File: src/rtl/arm_pkg.sv
// Shared constants and types for the ARM-style fetch front end.
package arm_pkg;

    localparam logic [31:0] NOP_INSTR  = 32'hE1A0_0000;  // MOV r0,r0
    localparam logic [31:0] WORD_BYTES = 32'd4;

    typedef enum logic [1:0] {
        StFetch,
        StHeld,
        StDiscard
    } if_state_e;

endpackage

File: src/rtl/if_id_reg.sv
// IF/ID pipeline register; priority flush > hold > load.
module if_id_reg #(
    parameter logic [31:0] NOP_INSTR = arm_pkg::NOP_INSTR
) (
    input  logic        clk_i,
    input  logic        rst_ni,
    input  logic        flush_i,
    input  logic        hold_i,
    input  logic        load_i,
    input  logic [31:0] pc_i,
    input  logic [31:0] instr_i,
    output logic [31:0] pc_o,
    output logic [31:0] instr_o,
    output logic        valid_o
);

    logic [31:0] pc_q, pc_d;
    logic [31:0] instr_q, instr_d;
    logic        valid_q, valid_d;

    always_comb begin
        pc_d    = pc_q;
        instr_d = instr_q;
        valid_d = valid_q;
        if (flush_i) begin
            pc_d    = '0;
            instr_d = NOP_INSTR;
            valid_d = 1'b0;
        end else if (!hold_i && load_i) begin
            pc_d    = pc_i;
            instr_d = instr_i;
            valid_d = 1'b1;
        end
    end

    always_ff @(posedge clk_i or negedge rst_ni) begin
        if (!rst_ni) begin
            pc_q    <= '0;
            instr_q <= NOP_INSTR;
            valid_q <= 1'b0;
        end else begin
            pc_q    <= pc_d;
            instr_q <= instr_d;
            valid_q <= valid_d;
        end
    end

    assign pc_o    = pc_q;
    assign instr_o = instr_q;
    assign valid_o = valid_q;

endmodule

File: src/rtl/if_stage.sv
// Instruction fetch stage: PC, single-outstanding imem port, one-entry skid
// buffer and the IF/ID register.
module if_stage #(
    parameter logic [31:0] RESET_PC  = 32'h0000_0000,
    parameter logic [31:0] NOP_INSTR = arm_pkg::NOP_INSTR
) (
    input  logic        clk,
    input  logic        rst,
    input  logic        freeze,
    input  logic        branch_taken,
    input  logic [31:0] branch_address,
    output logic        imem_req,
    output logic [31:0] imem_addr,
    input  logic        imem_ack,
    input  logic [31:0] imem_rdata,
    output logic [31:0] PC,
    output logic [31:0] instruction,
    output logic        valid
);

    import arm_pkg::*;

    if_state_e   state_q, state_d;
    logic [31:0] pc_q, pc_d;
    logic [31:0] next_pc_q, next_pc_d;
    logic [31:0] skid_q, skid_d;
    logic [31:0] pc_plus4, target;
    logic        id_load;
    logic [31:0] id_pc, id_instr;

    assign pc_plus4  = pc_q + WORD_BYTES;
    assign target    = branch_address & ~32'h3;
    assign imem_addr = pc_q;

    always_ff @(posedge clk or negedge rst) begin
        if (!rst) begin
            state_q   <= StFetch;
            pc_q      <= RESET_PC;
            next_pc_q <= RESET_PC;
            skid_q    <= NOP_INSTR;
        end else begin
            state_q   <= state_d;
            pc_q      <= pc_d;
            next_pc_q <= next_pc_d;
            skid_q    <= skid_d;
        end
    end

    // pc_q only moves on an ack or an idle redirect, keeping imem_addr stable
    // for the in-flight request; a redirect during a wait parks in next_pc_q.
    always_comb begin
        state_d   = state_q;
        pc_d      = pc_q;
        next_pc_d = next_pc_q;
        skid_d    = skid_q;
        unique case (state_q)
            StFetch: begin
                if (branch_taken) begin
                    if (imem_ack) begin
                        pc_d = target;
                    end else begin
                        next_pc_d = target;
                        state_d   = StDiscard;
                    end
                end else if (imem_ack) begin
                    pc_d = pc_plus4;
                    if (freeze) begin
                        skid_d  = imem_rdata;
                        state_d = StHeld;
                    end
                end
            end
            StHeld: begin
                if (branch_taken) begin
                    pc_d    = target;
                    state_d = StFetch;
                end else if (!freeze) begin
                    state_d = StFetch;
                end
            end
            StDiscard: begin
                if (imem_ack) begin
                    pc_d    = branch_taken ? target : next_pc_q;
                    state_d = StFetch;
                end else if (branch_taken) begin
                    next_pc_d = target;
                end
            end
            default: state_d = StFetch;
        endcase
    end

    // In StHeld pc_q already points past the skid word, so it is the IF/ID PC.
    always_comb begin
        imem_req = 1'b0;
        id_load  = 1'b0;
        id_pc    = pc_plus4;
        id_instr = imem_rdata;
        unique case (state_q)
            StFetch: begin
                imem_req = rst;
                id_load  = imem_ack;
            end
            StHeld: begin
                id_load  = 1'b1;
                id_pc    = pc_q;
                id_instr = skid_q;
            end
            default: imem_req = rst;
        endcase
    end

    if_id_reg #(
        .NOP_INSTR(NOP_INSTR)
    ) u_if_id_reg (
        .clk_i   (clk),
        .rst_ni  (rst),
        .flush_i (branch_taken),
        .hold_i  (freeze),
        .load_i  (id_load),
        .pc_i    (id_pc),
        .instr_i (id_instr),
        .pc_o    (PC),
        .instr_o (instruction),
        .valid_o (valid)
    );

endmodule

File: config.mk
export PLATFORM = sky130hd
export DESIGN_NAME = if_stage
export DESIGN_NICKNAME = d
export VERILOG_FILES = /design/src/rtl/arm_pkg.sv /design/src/rtl/if_id_reg.sv /design/src/rtl/if_stage.sv
export SDC_FILE = /design/constraint.sdc
export NUM_CORES = 1
export LEC_CHECK = 0
export CAP_MARGIN = 10
export CORE_ASPECT_RATIO = 0.5
export CORE_MARGIN = 4
export CORE_UTILIZATION = 29
export CTS_BUF_LIST = sky130_fd_sc_hd__clkbuf_8 sky130_fd_sc_hd__clkbuf_16
export CTS_CLUSTER_SIZE = 40
export DETAILED_ROUTE_END_ITERATION = 16
export PLACE_DENSITY = 0.56
export SLEW_MARGIN = 20
export SYNTH_ARGS = -nofsm -noshare
export SYNTH_HDL_FRONTEND = slang
export SYNTH_SLANG_ARGS = --single-unit
File: constraint.sdc
create_clock -name clk -period 2.7 [get_ports clk]
set_input_delay 0.54 -clock clk [delete_from_list [all_inputs] [get_ports clk]]
set_output_delay 0.54 -clock clk [all_outputs]
set_load 0.05 [all_outputs]
# After elaboration in Yosys (flattened, before gate mapping)
# Cells that the tools add are included.
# totals
regBits	163
wordCells	60
out_inout_bits	98
# classes
bitwise	1
addsub	1
mux	29
eq_ne	12
reduce_logical	10
# ops
cell	count
32-bit two-way mux	15
32-bit case mux with 3 select lines	1
32-bit case mux with 2 select lines	1
32-bit by 3-bit adder with 32-bit output (second input constant)	1
2-bit two-way mux	7
2-bit != test (second input constant)	6
3-bit != test (second input constant)	4
4-bit AND reduction	3
2-bit case mux with 3 select lines	1
5-bit AND reduction	1
2-bit nonzero test	2
1-bit two-way mux	3
3-bit nonzero test	1
2-bit by 1-bit == test with 1-bit output (second input constant)	1
2-bit == test (second input constant)	1
2-bit logical NOT	1
1-bit case mux with 2 select lines	1
1-bit logical AND	1
1-bit logical NOT	1
1-bit NOT	1

# Depth between registers and ports, before layout
# Gate-level depths: netlist (run 1).
# logic_depth
ltp_word	5
depth_mapped	9
depth_no_buf	7

# By module
# From an unflattened synthesis (run 1), not the netlist that was laid out.
# unflattened
cells_unflattened	931
area_unflattened_um2	9462.8
# by_module_without_submodules
mod	seq_area_each_um2	cells_each	area_per_inst_um2	n_inst
if_stage	2459.9	639	6247.2	1
if_id_reg	1634.1	292	3215.6	1

# Least setup slack after synthesis (run 1)
# No wires, ideal clock.
# synth_timing
kind	register to output
from	reg state_q[0]
to	out imem_req
t_required_ps	2160
n_path_buf	3
slack_ps	280
stages_incl_launch_ff	6
t_arrival_ps	1880
path_cell_list	dfrtp_1 ha_1 buf_2 clkbuf_1 buf_2 nor2b_1
# synth_between
elab_chain_len	2
# synth_rtl
element	line	source
start, declared	if_stage.sv:23	if_state_e state_q, state_d;
start signal, assigned	if_stage.sv:37	state_q <= StFetch;
start signal, assigned	if_stage.sv:42	state_q <= state_d;
2-bit by 1-bit == test with 1-bit output	if_stage.sv:99	unique case (state_q)
1-bit two-way mux	if_stage.sv:99	
end, declared	if_stage.sv:12	output logic imem_req,
# Every way passes these cells.

# Final worst setup path (run 1)
# layout_timing
from	reg pc_q[14] (netlist: imem_addr[14])
to	out imem_addr[14]
# layout_lines
element	line	source
start, declared	if_stage.sv:24	logic [31:0] pc_q, pc_d;
start signal, assigned	if_stage.sv:43	pc_q <= pc_d;
end, declared	if_stage.sv:13	output logic [31:0] imem_addr,
# No word-level cell between the ends.

==> reports/qor.csv, run 1 <==
metric,value,unit
Netlist cell types,64,
arrival time at the worst endpoint,1.97,ns
total chip power,14.3,mW
Clock Path Buffers,2,
GRT Total Usage,16.3,%
die area,32800,um2
worst skew pair latency,0.43,ns
Avg Inst Size Synth,9.98,um2
dominant cell type by area after synthesis,dfrtp_1,
average wire per standard cell,19.0,um
post_cts resized,0,
status,finished clean,
IO Count,167,
"top cells by area, synth","dfrtp_1, mux2_2, a21oi_1, mux2i_1, dfstp_2",
startpoint type of the worst setup path,flip-flop,
CP max FO,10,
"Seq/Total Area, Yosys",47.4,%
CTS tree,yes,
clock-pin slew on the worst setup and hold paths,0.06,ns
Die H,130,um
First-pass DRT Iterations,7,
CP max stage delay,0.90,ns
CP Buf/Inv Count,1,
setup violators final,0,
RSZ-0062 raised after global routing,no,
leakage power,4.46,nW
total clock buffers created by CTS,17,
# rows,44,
Vias/cell,5.14,
area post-placement,10800,um2
hold buffer count at CTS,0,
Placer Congestion,0.865,
first-pass GRT wire length,42100,um
vias in the first global route,7168,
Mapped Area,8640,um2
1st-iter DRT viols,534,
WS Path Type,flip-flop to output port,
Crit-path slowest cell,clkdlybuf4s50_1,
"FF+latch count, synth",163,
largest net degree at the start of global routing,164,
Final Max Slew Viols,0,
slew at the pin closest to its max-slew limit,0.918,ns
initial core utilization,29.6,%
port buffer count,164,
"Design Area, Final",11400,um2
DRC Markers,0,
Post-Route WL,26800,um
crit share post-route,93.1,%
WP data required,2.16,ns
Top Family by Delay on Critical Path,buffers and inverters,
Synth top area share,43.8,%
Hold Crit Class,input port to asynchronous set/reset pin,
Max Cap Viol,0,
setup TNS,0,ns
H-Tree Depth,4,
nets,1076,
worst-path cell chain,clkdlybuf4s50_1,
Max Freq,398,MHz
hold_ws,0.282,ns
initial antenna violation count,0,
clock sinks,163,
Core ar.,29200,um2
setup bufs post-CTS,0,
Synth Instances,865,
# diodes,0,
share of post-route cells with drive strength above 1,16.2,%
DR vias,7233,
Post-synth EDFFs,0,
pre-CTS setup slack,0.222,ns
Area Growth Syn to Fin,31.9,%
Critical path origin,imem_addr[14]$_DFFE_PN0P_,
Post-synth ARST share,100,%
critical path endpoint category,output port,
Slew headroom,38.8,%
Peak supply drop,0.000491,V
root buf cell,clkbuf_16,
min Tclk post-route,2.51,ns
Syn. warnings,0,
post-synth net total,938,
total grt overflow,0,
Final HPWL DP,18400,um
Final Skew,0.00872,ns
reg2reg start,imem_addr[3]$_DFFE_PN0P_,
Final WS setup,0.185,ns
P per Cell Area,1260,nW/um2
Die Wd,252,um
"Primary FF master, synth",dfrtp_1,
Post-DRT Antenna Nets,0,
"Hold Violations, Final",0,
-- cell usage in the layout, fill, tap and decap left out, types with 4 or more instances in the layout --
master,n
inv_1,20
o31ai_1,8
nor2_1,72
nor4_1,7
nand4_1,9
xnor2_1,27
a31oi_1,7
dfstp_2,12
a41oi_1,4
nor3_1,16
a22o_1,5
and4_1,8
nand3_1,14
dfrtp_1,151
a221oi_1,8
o211ai_1,7
clkdlybuf4s50_1,161
mux2_2,69
buf_4,27
bufinv_16,4
mux2i_1,38
o21a_1,5
a311oi_1,5
nand2_1,67
nor2b_1,4
o22a_1,8
a211oi_1,37
o21ai_0,47
clkbuf_16,17
buf_12,6
a21oi_1,78
-- layer usage --
layer	share of wire, %	vias up	track usage (%)
met2	47	160	26.5
met3	4.6	31	3.68
met5	0	-	0
met4	1.7	0	4.73
li1	-	3440	-
met1	46	3602	22.0
-- worst register-to-register path, delay by kind of cell, from the launching register on --
family	cells	cell delay [ns]
adders and majority gates	1	0.35
DFF	1	0.48
and+or+nand+nor	3	1.12
AOI/OAI and AO/OA	2	0.35
-- sequential cells by signal (all words and copies together), names as in the netlist --
signal / count
state_q: 2
next_pc_q: 32
u_if_id_reg.instr_o: 32
imem_addr: 32
u_if_id_reg.valid_o: 1
u_if_id_reg.pc_o: 32
skid_q: 32
-- final timing paths --
check / end / slack [ns] / cells after the start
setup / recovery: imem_addr[14] / 0.19 / 1
hold / removal: next_pc_q[2]$_DFFE_PN0P_ / 0.28 / 2
setup reg to reg: imem_addr[26]$_DFFE_PN0P_ / 0.27 / 6
hold reg to reg: next_pc_q[18]$_DFFE_PN0P_ / 0.49 / 2
max in group asynchronous: u_if_id_reg.instr_o[28]$_DFFE_PN0P_ / 1.75 / 2
min in group clk: next_pc_q[18]$_DFFE_PN0P_ / 0.49 / 2
-- cells by family (layout without fill, tap and decap cells) --
family / Yosys count / after routing / synth area share (%)
compound gates: 242 / 242 / 18.1
fa+ha+maj: 4 / 4 / 0.580
buf+inv: 94 / 245 / 4.48
xor+xnor: 30 / 30 / 3.04
mux: 107 / 107 / 13.4
flops: 163 / 163 / 47.4
simple gates: 225 / 225 / 13.0
-- metrics by stage --
| stage | instances | utilization (%) |
|---|---|---|
| 2_1_floorplan | 865 | - |
| 3_3_place_gp | 1375 | 36.9 |
| 3_5_place_dp | 1375 | 36.9 |
| 4_1_cts | 1407 | 39.1 |
| 5_1_grt | 1407 | 39.1 |
| 6_report | 1407 | 39.1 |
-- where the power goes --
group          switching (mW)  leakage [nW]  total (mW)  internal, mW
clock                    1.06         0.307        2.60          1.54
sequential              0.931          2.02        4.39          3.46
combinational            4.51          2.13        7.31          2.80
total                    6.50          4.46        14.3          7.80
-- cells in the mapped netlist (6+ instances only) --
library cell	number
a211oi_1	37
a21oi_1	78
a221oi_1	8
a31oi_1	7
and4_1	8
buf_1	6
buf_2	26
clkbuf_1	43
dfrtp_1	151
dfstp_2	12
inv_1	17
mux2_2	69
mux2i_1	38
nand2_1	67
nand3_1	14
nand4_1	9
nor2_1	73
nor3_1	16
nor4_1	7
o211ai_1	7
o21ai_0	47
o22a_1	8
o31ai_1	8
xnor2_1	27
-- cell type report --
| cell class | count | area, um2 |
|---|---|---|
| repair buffers | 195 | 1950 |
| multi-input cells | 608 | 4180 |
| flip-flops and latches | 163 | 4090 |
| inverters | 18 | 67.6 |
| clock inverters | 15 | 191 |
| well taps | 391 | 489 |
| clock buffers | 17 | 425 |
| fillers | 2883 | 17800 |
No activity file was read; power rests on OpenSTA's default activity.
==> run 2, diff against run 1 <==
- SLEW_MARGIN: 20 -> 5
==> results of run 2 <==
The final DEF is identical to that of run 1; final timing and power are the same.
